--- src/rtl/pwm_pkg.sv ---
// Shared PWM definitions: bus widths, scheduler state encoding and error counter width.
// Reused by the PWM config scheduler, config register block and controller.
package pwm_pkg;

  localparam int unsigned PWM_CH_W  = 8;
  localparam int unsigned PWM_CNT_W = 28;
  localparam int unsigned ERR_CNT_W = 16;

  typedef enum logic [1:0] {
    StIdle  = 2'd0,
    StIssue = 2'd1,
    StGap   = 2'd2
  } sched_state_e;

endpackage

--- src/rtl/pwm_cfg_check.sv ---
// Combinational legality check of a single PWM config request.
// Flags an unknown channel, or an enabled request whose duty cycle cannot be produced.
module pwm_cfg_check
  import pwm_pkg::*;
#(
  parameter int unsigned PWM_NUM = 1
) (
  input  logic [PWM_CH_W-1:0]  channel,
  input  logic                 en,
  input  logic [PWM_CNT_W-1:0] period,
  input  logic [PWM_CNT_W-1:0] hlevel,
  output logic                 invalid
);

  logic ch_bad;
  logic shape_bad;

  always_comb begin
    ch_bad    = (32'(channel) >= PWM_NUM);
    // A disabled channel ignores period/hlevel, so only the channel is checked.
    shape_bad = en && ((period == '0) || (hlevel > period));
    invalid   = ch_bad || shape_bad;
  end

endmodule

--- src/rtl/pwm_cfg_sched.sv ---
// Two-requester round-robin scheduler onto the shared PWM config bus.
// Each legal request produces one config pulse followed by a fixed idle gap.
module pwm_cfg_sched
  import pwm_pkg::*;
#(
  parameter int unsigned PWM_NUM    = 1,
  parameter int unsigned GAP_CYCLES = 2
) (
  input  logic                 clk,
  input  logic                 rst,

  input  logic                 req0_vld,
  output logic                 req0_rdy,
  input  logic [PWM_CH_W-1:0]  req0_channel,
  input  logic                 req0_en,
  input  logic [PWM_CNT_W-1:0] req0_period,
  input  logic [PWM_CNT_W-1:0] req0_hlevel,

  input  logic                 req1_vld,
  output logic                 req1_rdy,
  input  logic [PWM_CH_W-1:0]  req1_channel,
  input  logic                 req1_en,
  input  logic [PWM_CNT_W-1:0] req1_period,
  input  logic [PWM_CNT_W-1:0] req1_hlevel,

  output logic                 pwm_config_vld,
  output logic [PWM_CH_W-1:0]  pwm_config_channel,
  output logic                 pwm_en,
  output logic [PWM_CNT_W-1:0] pwm_period,
  output logic [PWM_CNT_W-1:0] pwm_hlevel,

  output logic                 err_pulse,
  output logic [ERR_CNT_W-1:0] err_cnt
);

  localparam int unsigned GapW = (GAP_CYCLES > 1) ? $clog2(GAP_CYCLES) : 1;
  localparam logic [GapW-1:0] GapLoad = GapW'((GAP_CYCLES > 0) ? GAP_CYCLES - 1 : 0);

  sched_state_e state_q, state_d;
  logic         ptr_q, ptr_d;
  logic [GapW-1:0] gap_q, gap_d;

  logic                 gnt0, gnt1, accept, invalid, issue;
  logic [PWM_CH_W-1:0]  sel_channel;
  logic                 sel_en;
  logic [PWM_CNT_W-1:0] sel_period, sel_hlevel;

  logic                 cfg_vld_q;
  logic [PWM_CH_W-1:0]  cfg_channel_q;
  logic                 cfg_en_q;
  logic [PWM_CNT_W-1:0] cfg_period_q, cfg_hlevel_q;
  logic                 err_pulse_q;
  logic [ERR_CNT_W-1:0] err_cnt_q;

  // ptr_q selects requester 1 when both are valid.
  always_comb begin
    gnt0 = 1'b0;
    gnt1 = 1'b0;
    if (rst && (state_q == StIdle)) begin
      gnt0 = req0_vld && (!req1_vld || !ptr_q);
      gnt1 = req1_vld && (!req0_vld || ptr_q);
    end
    accept      = gnt0 || gnt1;
    sel_channel = gnt1 ? req1_channel : req0_channel;
    sel_en      = gnt1 ? req1_en      : req0_en;
    sel_period  = gnt1 ? req1_period  : req0_period;
    sel_hlevel  = gnt1 ? req1_hlevel  : req0_hlevel;
  end

  assign req0_rdy = gnt0;
  assign req1_rdy = gnt1;

  pwm_cfg_check #(
    .PWM_NUM (PWM_NUM)
  ) u_check (
    .channel (sel_channel),
    .en      (sel_en),
    .period  (sel_period),
    .hlevel  (sel_hlevel),
    .invalid (invalid)
  );

  assign issue = accept && !invalid;

  always_comb begin
    state_d = state_q;
    gap_d   = gap_q;
    ptr_d   = ptr_q;
    if (accept) begin
      ptr_d = gnt0;
    end
    case (state_q)
      StIdle: begin
        // Rejected requests stay in idle so the next request can be taken at once.
        if (issue) begin
          state_d = StIssue;
        end
      end
      StIssue: begin
        if (GAP_CYCLES == 0) begin
          state_d = StIdle;
        end else begin
          state_d = StGap;
          gap_d   = GapLoad;
        end
      end
      StGap: begin
        if (gap_q == '0) begin
          state_d = StIdle;
        end else begin
          gap_d = gap_q - GapW'(1);
        end
      end
      default: state_d = StIdle;
    endcase
  end

  always_ff @(posedge clk) begin
    if (!rst) begin
      state_q       <= StIdle;
      ptr_q         <= 1'b0;
      gap_q         <= '0;
      cfg_vld_q     <= 1'b0;
      cfg_channel_q <= '0;
      cfg_en_q      <= 1'b0;
      cfg_period_q  <= '0;
      cfg_hlevel_q  <= '0;
      err_pulse_q   <= 1'b0;
      err_cnt_q     <= '0;
    end else begin
      state_q     <= state_d;
      ptr_q       <= ptr_d;
      gap_q       <= gap_d;
      cfg_vld_q   <= issue;
      err_pulse_q <= accept && invalid;
      // Bus fields only move on an issued request so they hold the last config.
      if (issue) begin
        cfg_channel_q <= sel_channel;
        cfg_en_q      <= sel_en;
        cfg_period_q  <= sel_period;
        cfg_hlevel_q  <= sel_hlevel;
      end
      if (accept && invalid && (err_cnt_q != '1)) begin
        err_cnt_q <= err_cnt_q + ERR_CNT_W'(1);
      end
    end
  end

  assign pwm_config_vld     = cfg_vld_q;
  assign pwm_config_channel = cfg_channel_q;
  assign pwm_en             = cfg_en_q;
  assign pwm_period         = cfg_period_q;
  assign pwm_hlevel         = cfg_hlevel_q;
  assign err_pulse          = err_pulse_q;
  assign err_cnt            = err_cnt_q;

endmodule
--- config.mk ---
export PLATFORM = sky130hd
export DESIGN_NAME = pwm_cfg_sched
export DESIGN_NICKNAME = d
export VERILOG_FILES = /design/src/rtl/pwm_pkg.sv /design/src/rtl/pwm_cfg_check.sv /design/src/rtl/pwm_cfg_sched.sv
export SDC_FILE = /design/constraint.sdc
export NUM_CORES = 1
export LEC_CHECK = 0
export CORE_MARGIN = 2
export CORE_UTILIZATION = 42
export CTS_CLUSTER_DIAMETER = 40
export DETAILED_ROUTE_END_ITERATION = 16
export GPL_ROUTABILITY_DRIVEN = 0
export PLACE_DENSITY = 0.81
export SYNTH_ARGS = -nofsm -noshare
export SYNTH_HDL_FRONTEND = slang
export SYNTH_SLANG_ARGS = --single-unit
--- constraint.sdc ---
create_clock -name clk -period 4.68 [get_ports clk]
set_input_delay 0.936 -clock clk [delete_from_list [all_inputs] [get_ports clk]]
set_output_delay 0.936 -clock clk [all_outputs]
set_load 0.02 [all_outputs]
==> summary.md, run 1 <==
The proportion of netlist area held by the largest area contributor was 0.3639; the count of cells resized by post-cts repair was 0. Of all nets on the critical path, the largest fanout is 24. The run gives 0.4357 as the starting density of the core.

The top-level port count is 219, and the cell count of the worst reg-to-reg path is 16. In this run, synthesis produced a sequential element count of 87. After the first detailed-routing iteration, the DRC count stood at 302. In this run the worst hold path is classified as flop to flop. STA puts the critical path data arrival time at 4700 ps.

The area added between synthesis and finish is 57.36%. The post-synthesis share of cell area spent on and, or, nand and nor gates came out at 0.2554. The share of synthesized area occupied by flip-flops and latches was 0.3639; the first-pass GRT wire length was 26,200 um.

At the later pin of the worst-skew pair, clock insertion delay measures 340 ps. The root buffer cell chosen for the clock tree is sky130_fd_sc_hd__clkbuf_16. The filler cell count came out at 885.

Adding up every negative setup slack in the final design gives 0 ps. The number of buffers added on ports works out to 218. The worst path in the final design needs a cycle of 4448 ps, including I/O delays and setup. Once the clock tree was built, the setup fixing pass inserted 0 buffers. Nature of the critical path endpoint: a flop.

The depth of the worst hold-timing path is 1, and the area of the core is 10,980 um^2. Number of CTS-inserted buffers: 9. The number of global-route vias before repair was 5,126. Launching element of the worst setup path: rst.

Summing all multi-input logic gate instances after layout gives 2865 um^2. The number of enable flip-flop cells after synthesis works out to 0. STA classifies the critical path startpoint as a primary input.

Final period utilization: 0.9504. The mapped netlist covers 4786 um^2. The area share of xor/xnor cells in the synthesized design was 0.009150. The worst-case IR drop observed on VDD is 155.7 uV. The count of cell types in the netlist is 51. The worst path required time was 4940 ps; the vias per cell was 5.561. After synthesis, the largest family of logic cells by area is simple AND/OR/NAND/NOR gates. Fraction of the mapped netlist area in compound gates: 0.1142. The overall fraction of global-route tracks in use is 0.2638. The site row count was 38. The worst setup timing slack at the placement stage was -27.51 ps; the buffer depth of the longest clock path was 2. For this design the static power due to leakage is 2.907 nW.

For this run, design rule violations remaining after detail routing come to 0. The post-layout utilization of the core is 0.6857. Setup repair after global routing left no endpoint under its margin. The die covers 12,260 um^2. The half-perimeter wire length after placement came out at 12,970 um. Most used flip-flop cell after synthesis: sky130_fd_sc_hd__dfxtp_1.

The detail-routed net length per standard cell was 17.81 um; the clock-pin slew reported for the worst setup and hold paths after clock tree synthesis was 70 ps. The source of the worst hold timing path is pwm_config_channel[2]. Hold repair after CTS inserted 0 buffers. For this design, the sink count on the clock tree is 87. The total overflow left after global routing is 0. The die is 110.7 um wide. For this run, the post-layout net count is 948.

The tools report the count of final max-slew check failures as 0. For the relative max-transition margin, the log shows 0.1889. Entering global routing, the biggest net connects 70 pins. The run gives 0.2248 GHz as the timing-limited maximum frequency.

The area share of fa/ha/maj cells after synthesis is 0.08784, and the number of H-tree branching levels is 3. By area the synthesized netlist is led by sky130_fd_sc_hd__dfxtp_1 (36%), sky130_fd_sc_hd__mux2i_1 (13%), sky130_fd_sc_hd__ha_1 (8.4%). The transition time of the tightest slew-check pin was 1217 ps.

The finished layout holds 928 standard cells, fillers aside. The flow ran to the end, and the final reports show no timing, DRC or antenna violations. The share of layout cells above drive strength 1 works out to 0.06353. In this run the critical register-to-register path is launched from state_q[0].

The cell count after synthesis came out at 565. The logs give 911 for the number of placed instances with taps included and 5 for the count of TritonRoute iterations in the first routing pass. For the worst setup margin, the log shows 232.3 ps. Average size of a mapped cell: 8.471 um^2.

The post-synthesis async set-or-reset flop share was 0; the number of synthesis warnings was 0. Total number of vias: 5,161. The design draws 0.001896 W. Number of endpoints with negative hold slack in the final report: 0. The die is 110.7 um tall. The tool flagged a number of max-cap violations equal to 0. Cell type contributing the most total cell area after synthesis: sky130_fd_sc_hd__dfxtp_1. For the number of antenna-violating nets in the routed design, the log shows 0. The critical path is of the primary input to flop type. The number of nets handed over by synthesis was 731. TritonCTS built the clock tree.

The setup violation total in the final timing report is 0, and the worst clock skew on the final layout is 5.836 ps. The initial antenna violation count is 1. For this design the ratio of total power to cell area is 251.7 nW/um^2. The multiplexer share of the synthesized area is 0.1320, and the sum of routed wire length over all layers is 16,530 um. For the register area, the log shows 1742 um^2.
## metrics by stage
stage	cell area [um^2]	hold WS [ps]
after CTS	7528	485.4
final	7531	482.5
after global routing	7531	504.3
after detailed placement	7217	471.0
after global placement	7217	466.8
after floorplan	4786	471.7
## report_power, final
part           leakage, nW  internal, W  switching (W)
logic                 2.05     0.000200       0.000188
registers            0.701     0.000747     0.00000601
clock network        0.151     0.000427       0.000328
total                 2.91      0.00137       0.000521
## metal layers
metal | GRT usage | up-vias | wire length (um)
li1 | - | 2469 | -
met2 | 0.4573 | 224 | 8124
met5 | 0 | - | 0
met1 | 0.3096 | 2417 | 6656
met3 | 0.05194 | 51 | 1056
met4 | 0.1325 | 0 | 691
## critical path: stages
cell and delay (ps):
sky130_fd_sc_hd__clkdlybuf4s50_1 470, sky130_fd_sc_hd__and3_4 220, sky130_fd_sc_hd__nand2_4 120, sky130_fd_sc_hd__buf_12 200, sky130_fd_sc_hd__mux2i_1 470, sky130_fd_sc_hd__ha_1 230
sky130_fd_sc_hd__nand4_1 200, sky130_fd_sc_hd__a211o_1 350, sky130_fd_sc_hd__a31oi_1 250, sky130_fd_sc_hd__nor3_1 90, sky130_fd_sc_hd__o21ai_2 170, sky130_fd_sc_hd__nand3b_1 230
sky130_fd_sc_hd__buf_4 260, sky130_fd_sc_hd__or3_1 320, sky130_fd_sc_hd__a21oi_1 160
## final cells by class
cell class                      count  share of cell area
Clock buffer                        9             0.02991
Antenna cell                        1           0.0003323
Inverter                            9            0.004652
Sequential cell                    87              0.2313
Clock inverter                      7             0.01146
Tap cell                          140             0.02326
Timing Repair Buffer              237              0.3187
Multi-Input combinational cell    438              0.3805
## registers in the layout, indices dropped and copies added (netlist names)
register / flops
ptr_q: 1
pwm_en: 1
pwm_config_channel: 8
state_q: 2
err_pulse: 1
pwm_config_vld: 1
pwm_hlevel: 28
pwm_period: 28
err_cnt: 16
gap_q: 1
## logic make-up (layout without fill, tap and decap cells)
logic type,after synthesis,after routing
simple gates,257,257
flops,87,87
compound gates,79,79
mux,63,63
buf+inv,40,262
fa+ha+maj,34,34
xor+xnor,5,5
other cells,0,1
## synth_stat cells, types with 3 or more instances
library cell,n
sky130_fd_sc_hd__or4_1,5
sky130_fd_sc_hd__dfxtp_1,87
sky130_fd_sc_hd__xor2_1,3
sky130_fd_sc_hd__inv_1,6
sky130_fd_sc_hd__o31ai_1,6
sky130_fd_sc_hd__nor3b_1,3
sky130_fd_sc_hd__nor2b_1,4
sky130_fd_sc_hd__a21oi_1,18
sky130_fd_sc_hd__ha_1,32
sky130_fd_sc_hd__nor3_1,9
sky130_fd_sc_hd__o211ai_1,5
sky130_fd_sc_hd__nand3_1,12
sky130_fd_sc_hd__or3_1,3
sky130_fd_sc_hd__and3_1,12
sky130_fd_sc_hd__buf_2,8
sky130_fd_sc_hd__o21ai_0,8
sky130_fd_sc_hd__nor4_1,17
sky130_fd_sc_hd__nand2_1,100
sky130_fd_sc_hd__mux2i_1,62
sky130_fd_sc_hd__nand4_1,8
sky130_fd_sc_hd__nand2b_1,4
sky130_fd_sc_hd__a211oi_1,30
sky130_fd_sc_hd__clkbuf_1,19
sky130_fd_sc_hd__nor2_1,68
## worst paths after layout
| path | endpoint | slack, ps |
|---|---|---|
| worst max-delay path | err_cnt[6] | 230 |
| worst min-delay path | pwm_config_channel[2] | 480 |
| worst max register to register | err_cnt[6] | 560 |
| worst min register to register | pwm_config_channel[2] | 480 |
## layout by cell type, fill, tap and decap left out, drive strengths merged, types with 9 or more instances in the layout
cell and count:
clkdlybuf4s50 218, nand2 101, dfxtp 87, nor2 68, mux2i 62, ha 32
a211oi 30, nor4 19, buf 19, a21oi 18, nand3 13, and3 13
inv 13, nor3 11, clkbuf 9, o21ai 9
No activity file was read; power rests on OpenSTA's default activity.
==> run 2: changes to the inputs <==
SETUP_SLACK_MARGIN = 0.15   (was default)
==> run 2 against run 1 <==
Sequential power about the same. Routed wire length grew 2.2%. Sequential share of layout area shrank 0.24 points. Via count is 0.91% higher. Die area did not move. Largest cell class unchanged.
==> summary.md, run 2 (synthesis gave the netlist of run 1 again) <==
The number of CTS-inserted buffers is 9 (unchanged), and the worst path required time is 4930 ps (about the same). The total number of vias is 5,208 (+0.91%). The number of cells in the finished layout apart from fillers came out at 932 (+0.43%). The total power divided by cell area is 249.8 nW/um^2 (-0.75%). The share of power burned in combinational logic was 0.208 (+0.003). The tools report the buffer depth of the longest clock path as 2 (unchanged). The number of endpoints with negative hold slack in the final report was 0 (unchanged). The tools report the source of the worst hold timing path as pwm_config_channel[2]. Depth of the worst hold-timing path: 1 (unchanged).

Shortest period the worst path allows: 4367 ps (-80.85 ps). The portion of total power attributed to sequential cells is 0.396 (about the same), and the worst setup margin is 313.2 ps (+80.85 ps). The worst setup timing slack at the placement stage is -27.51 ps (unchanged), and the combined area of the multi-input logic cells is 2893 um^2 (+0.96%). The max-capacitance violation count was 0 (unchanged); the clock latency on the worst-skew pair was 340 ps (about the same). The setup violation total in the final timing report was 0 (unchanged); the transition time of the tightest slew-check pin was 1251 ps (+34.00 ps). The run gives 70 (unchanged) as the pin count of the biggest net entering global routing. The tightest min-delay check is of the flop to flop type. Internal cell power: 0.001378 W (+0.28%). The number of H-tree branching levels was 3 (unchanged). The number of global-route vias before repair was 5,126 (unchanged).

The vias per cell is 5.588 (+0.48%). The run gives 12,260 um^2 (unchanged) as the area enclosed by the die boundary. The run gives 16,890 um (+2.2%) as the sum of routed wire length over all layers. The run gives 0.396 (-0.002) as the relative contribution of the clock network to total power. The initial antenna violation count is 1 (unchanged), and the half-perimeter wire length after placement is 12,970 um (unchanged).

The leakage dissipation was 2.934 nW (+0.94%); the worst clock skew on the final layout was 4.993 ps (-0.8434 ps). The DRC violation count after routing is 0 (unchanged), and the maximum net fanout on the critical path is 24 (unchanged). The library cell used most frequently in the layout, excluding fill and tap cells, is sky130_fd_sc_hd__clkdlybuf4s50_1. Setup repair after global routing could not meet its margin everywhere. The final layout net count was 952 (+0.42%); the die width was 110.7 um (unchanged).

The nature of the critical path endpoint is a flop. Endpoint arrival time on the critical path: 4620 ps (-80 ps). The final period utilization is 0.9331 (-0.01728), and the final instance area is 7610 um^2 (+1.0%).

For the number of antenna-violating nets in the routed design, the log shows 0 (unchanged). The overall fraction of global-route tracks in use is 0.2638 (unchanged), and the first-iteration detailed-routing DRC count is 355 (+18%). The type of the worst setup path was primary input to flop. CTS placed an instance of sky130_fd_sc_hd__clkbuf_16 at the clock tree root.

For the first-pass GRT wire length, the log shows 26,200 um (unchanged). For the relative max-transition margin, the log shows 0.1663 (-0.02267). TritonCTS built the clock tree. Compared with the post-synthesis result, the final layout area differs by 59.01%. The endpoint identified for the worst register-to-register timing path is err_cnt[6]. The number of hold buffers added after CTS is 0 (unchanged).

Area of the core: 10,980 um^2 (unchanged). The overall power is 0.001901 W (+0.29%), and the switching power share of the total is 0.2751 (about the same). Vertical die dimension: 110.7 um (unchanged). The number of placed instances with taps included is 911 (unchanged). The register-to-register path setup slack was 650 ps (+90 ps); the filler cell count was 879 (-0.68%). The tools report the hold-critical path endpoint as pwm_config_channel[2]. The count of final max-slew check failures is 0 (unchanged), and the area after detailed placement is 7217 um^2 (unchanged). The tools report the maximum vdd drop as 154.9 uV (-0.51%). The share of layout cells above drive strength 1 is 0.07332 (+0.009793), and the starting density of the core is 0.4357 (unchanged). The flow ran to the end, and the final reports show no timing, DRC or antenna violations. The timing-limited maximum frequency is 0.2290 GHz (+1.9%), and the cell count of the worst reg-to-reg path is 16 (unchanged). Remaining global-route overflow: 0 (unchanged).

Kind of start point of the critical path: a primary input. The clock-pin slew reported for the worst setup and hold paths after clock tree synthesis works out to 70 ps (about the same). The number of buffers added on ports is 218 (unchanged), and the switching power summed over all nets is 0.0005230 W (+0.32%).

In this run the critical register-to-register path is launched from state_q[0]. The number of sinks handled by clock tree synthesis was 87 (unchanged); the top-level port count was 219 (unchanged). The count of TritonRoute iterations in the first routing pass was 5 (unchanged); the site row count was 38 (unchanged).

Register area: 1742 um^2 (unchanged). The top cell types in the final layout, fill and taps aside, are sky130_fd_sc_hd__clkdlybuf4s50_1 (218), sky130_fd_sc_hd__nand2_1 (100), sky130_fd_sc_hd__dfxtp_1 (87). The detail-routed net length per standard cell came out at 18.12 um (+1.7%).
==> run 2: power by group through the flow <==
stage | registers, W | clock network (W) | logic [W]
floorplan | 0.000773 | 0 | 0.000175
global placement | 0.000769 | 0 | 0.000369
detailed placement | 0.000770 | 0 | 0.000381
CTS | 0.000753 | 0.000760 | 0.000385
global route | 0.000754 | 0.000791 | 0.000428
finish | 0.000753 | 0.000752 | 0.000396
==> run 2: how the worst max path moves through the flow <==
stage / from / slack (ps) / to
floorplan: rst / 580 / err_cnt[11]
global placement: rst / 140 / pwm_hlevel[18]
detailed placement: rst / -30 / pwm_hlevel[11]
CTS: rst / 320 / pwm_hlevel[11]
global route: rst / 120 / err_cnt[9]
finish: rst / 310 / err_cnt[6]
==> run 2: layout make-up <==
class                           count  area share
Antenna cell                        1   0.0003288
Clock buffer                        9     0.02960
Clock inverter                      7     0.01134
Inverter                            9    0.005097
Multi-Input combinational cell    438      0.3801
Sequential cell                    87      0.2289
Tap cell                          140     0.02302
Timing Repair Buffer              241      0.3216
==> run 2: worst max-delay path, stage by stage <==
cell and delay (ps):
sky130_fd_sc_hd__clkdlybuf4s50_1 470, sky130_fd_sc_hd__and3_4 220, sky130_fd_sc_hd__nand2_4 120, sky130_fd_sc_hd__buf_12 200, sky130_fd_sc_hd__mux2i_1 460, sky130_fd_sc_hd__ha_1 230, sky130_fd_sc_hd__nand4_1 190, sky130_fd_sc_hd__a211o_1 360
sky130_fd_sc_hd__a31oi_2 240, sky130_fd_sc_hd__nor3_1 80, sky130_fd_sc_hd__o21ai_2 150, sky130_fd_sc_hd__nand3b_1 210, sky130_fd_sc_hd__buf_4 250, sky130_fd_sc_hd__or3_1 320, sky130_fd_sc_hd__a21oi_1 160
==> run 2: what timing repair did <==
item                                    in CTS  in global routing
setup buffers                                0                  3
resized for setup                            0                  7
endpoints found under the setup margin       0                 43
==> run 2: metrics by stage <==
stage | TNS, ps | hold WS, ps | utilization
after floorplan | 0 | 471.7 | -
after global placement | 0 | 466.8 | 0.6571
after detailed placement | -36.56 | 471.0 | 0.6571
after CTS | 0 | 485.4 | 0.6855
after global routing | 0 | 504.3 | 0.6929
final | 0 | 481.2 | 0.6929
==> run 2: per-layer routing <==
metal	wire length, um	global-route usage
met5	0	0
met4	596	0.1325
met3	1084	0.05194
met2	8379	0.4573
met1	6828	0.3096
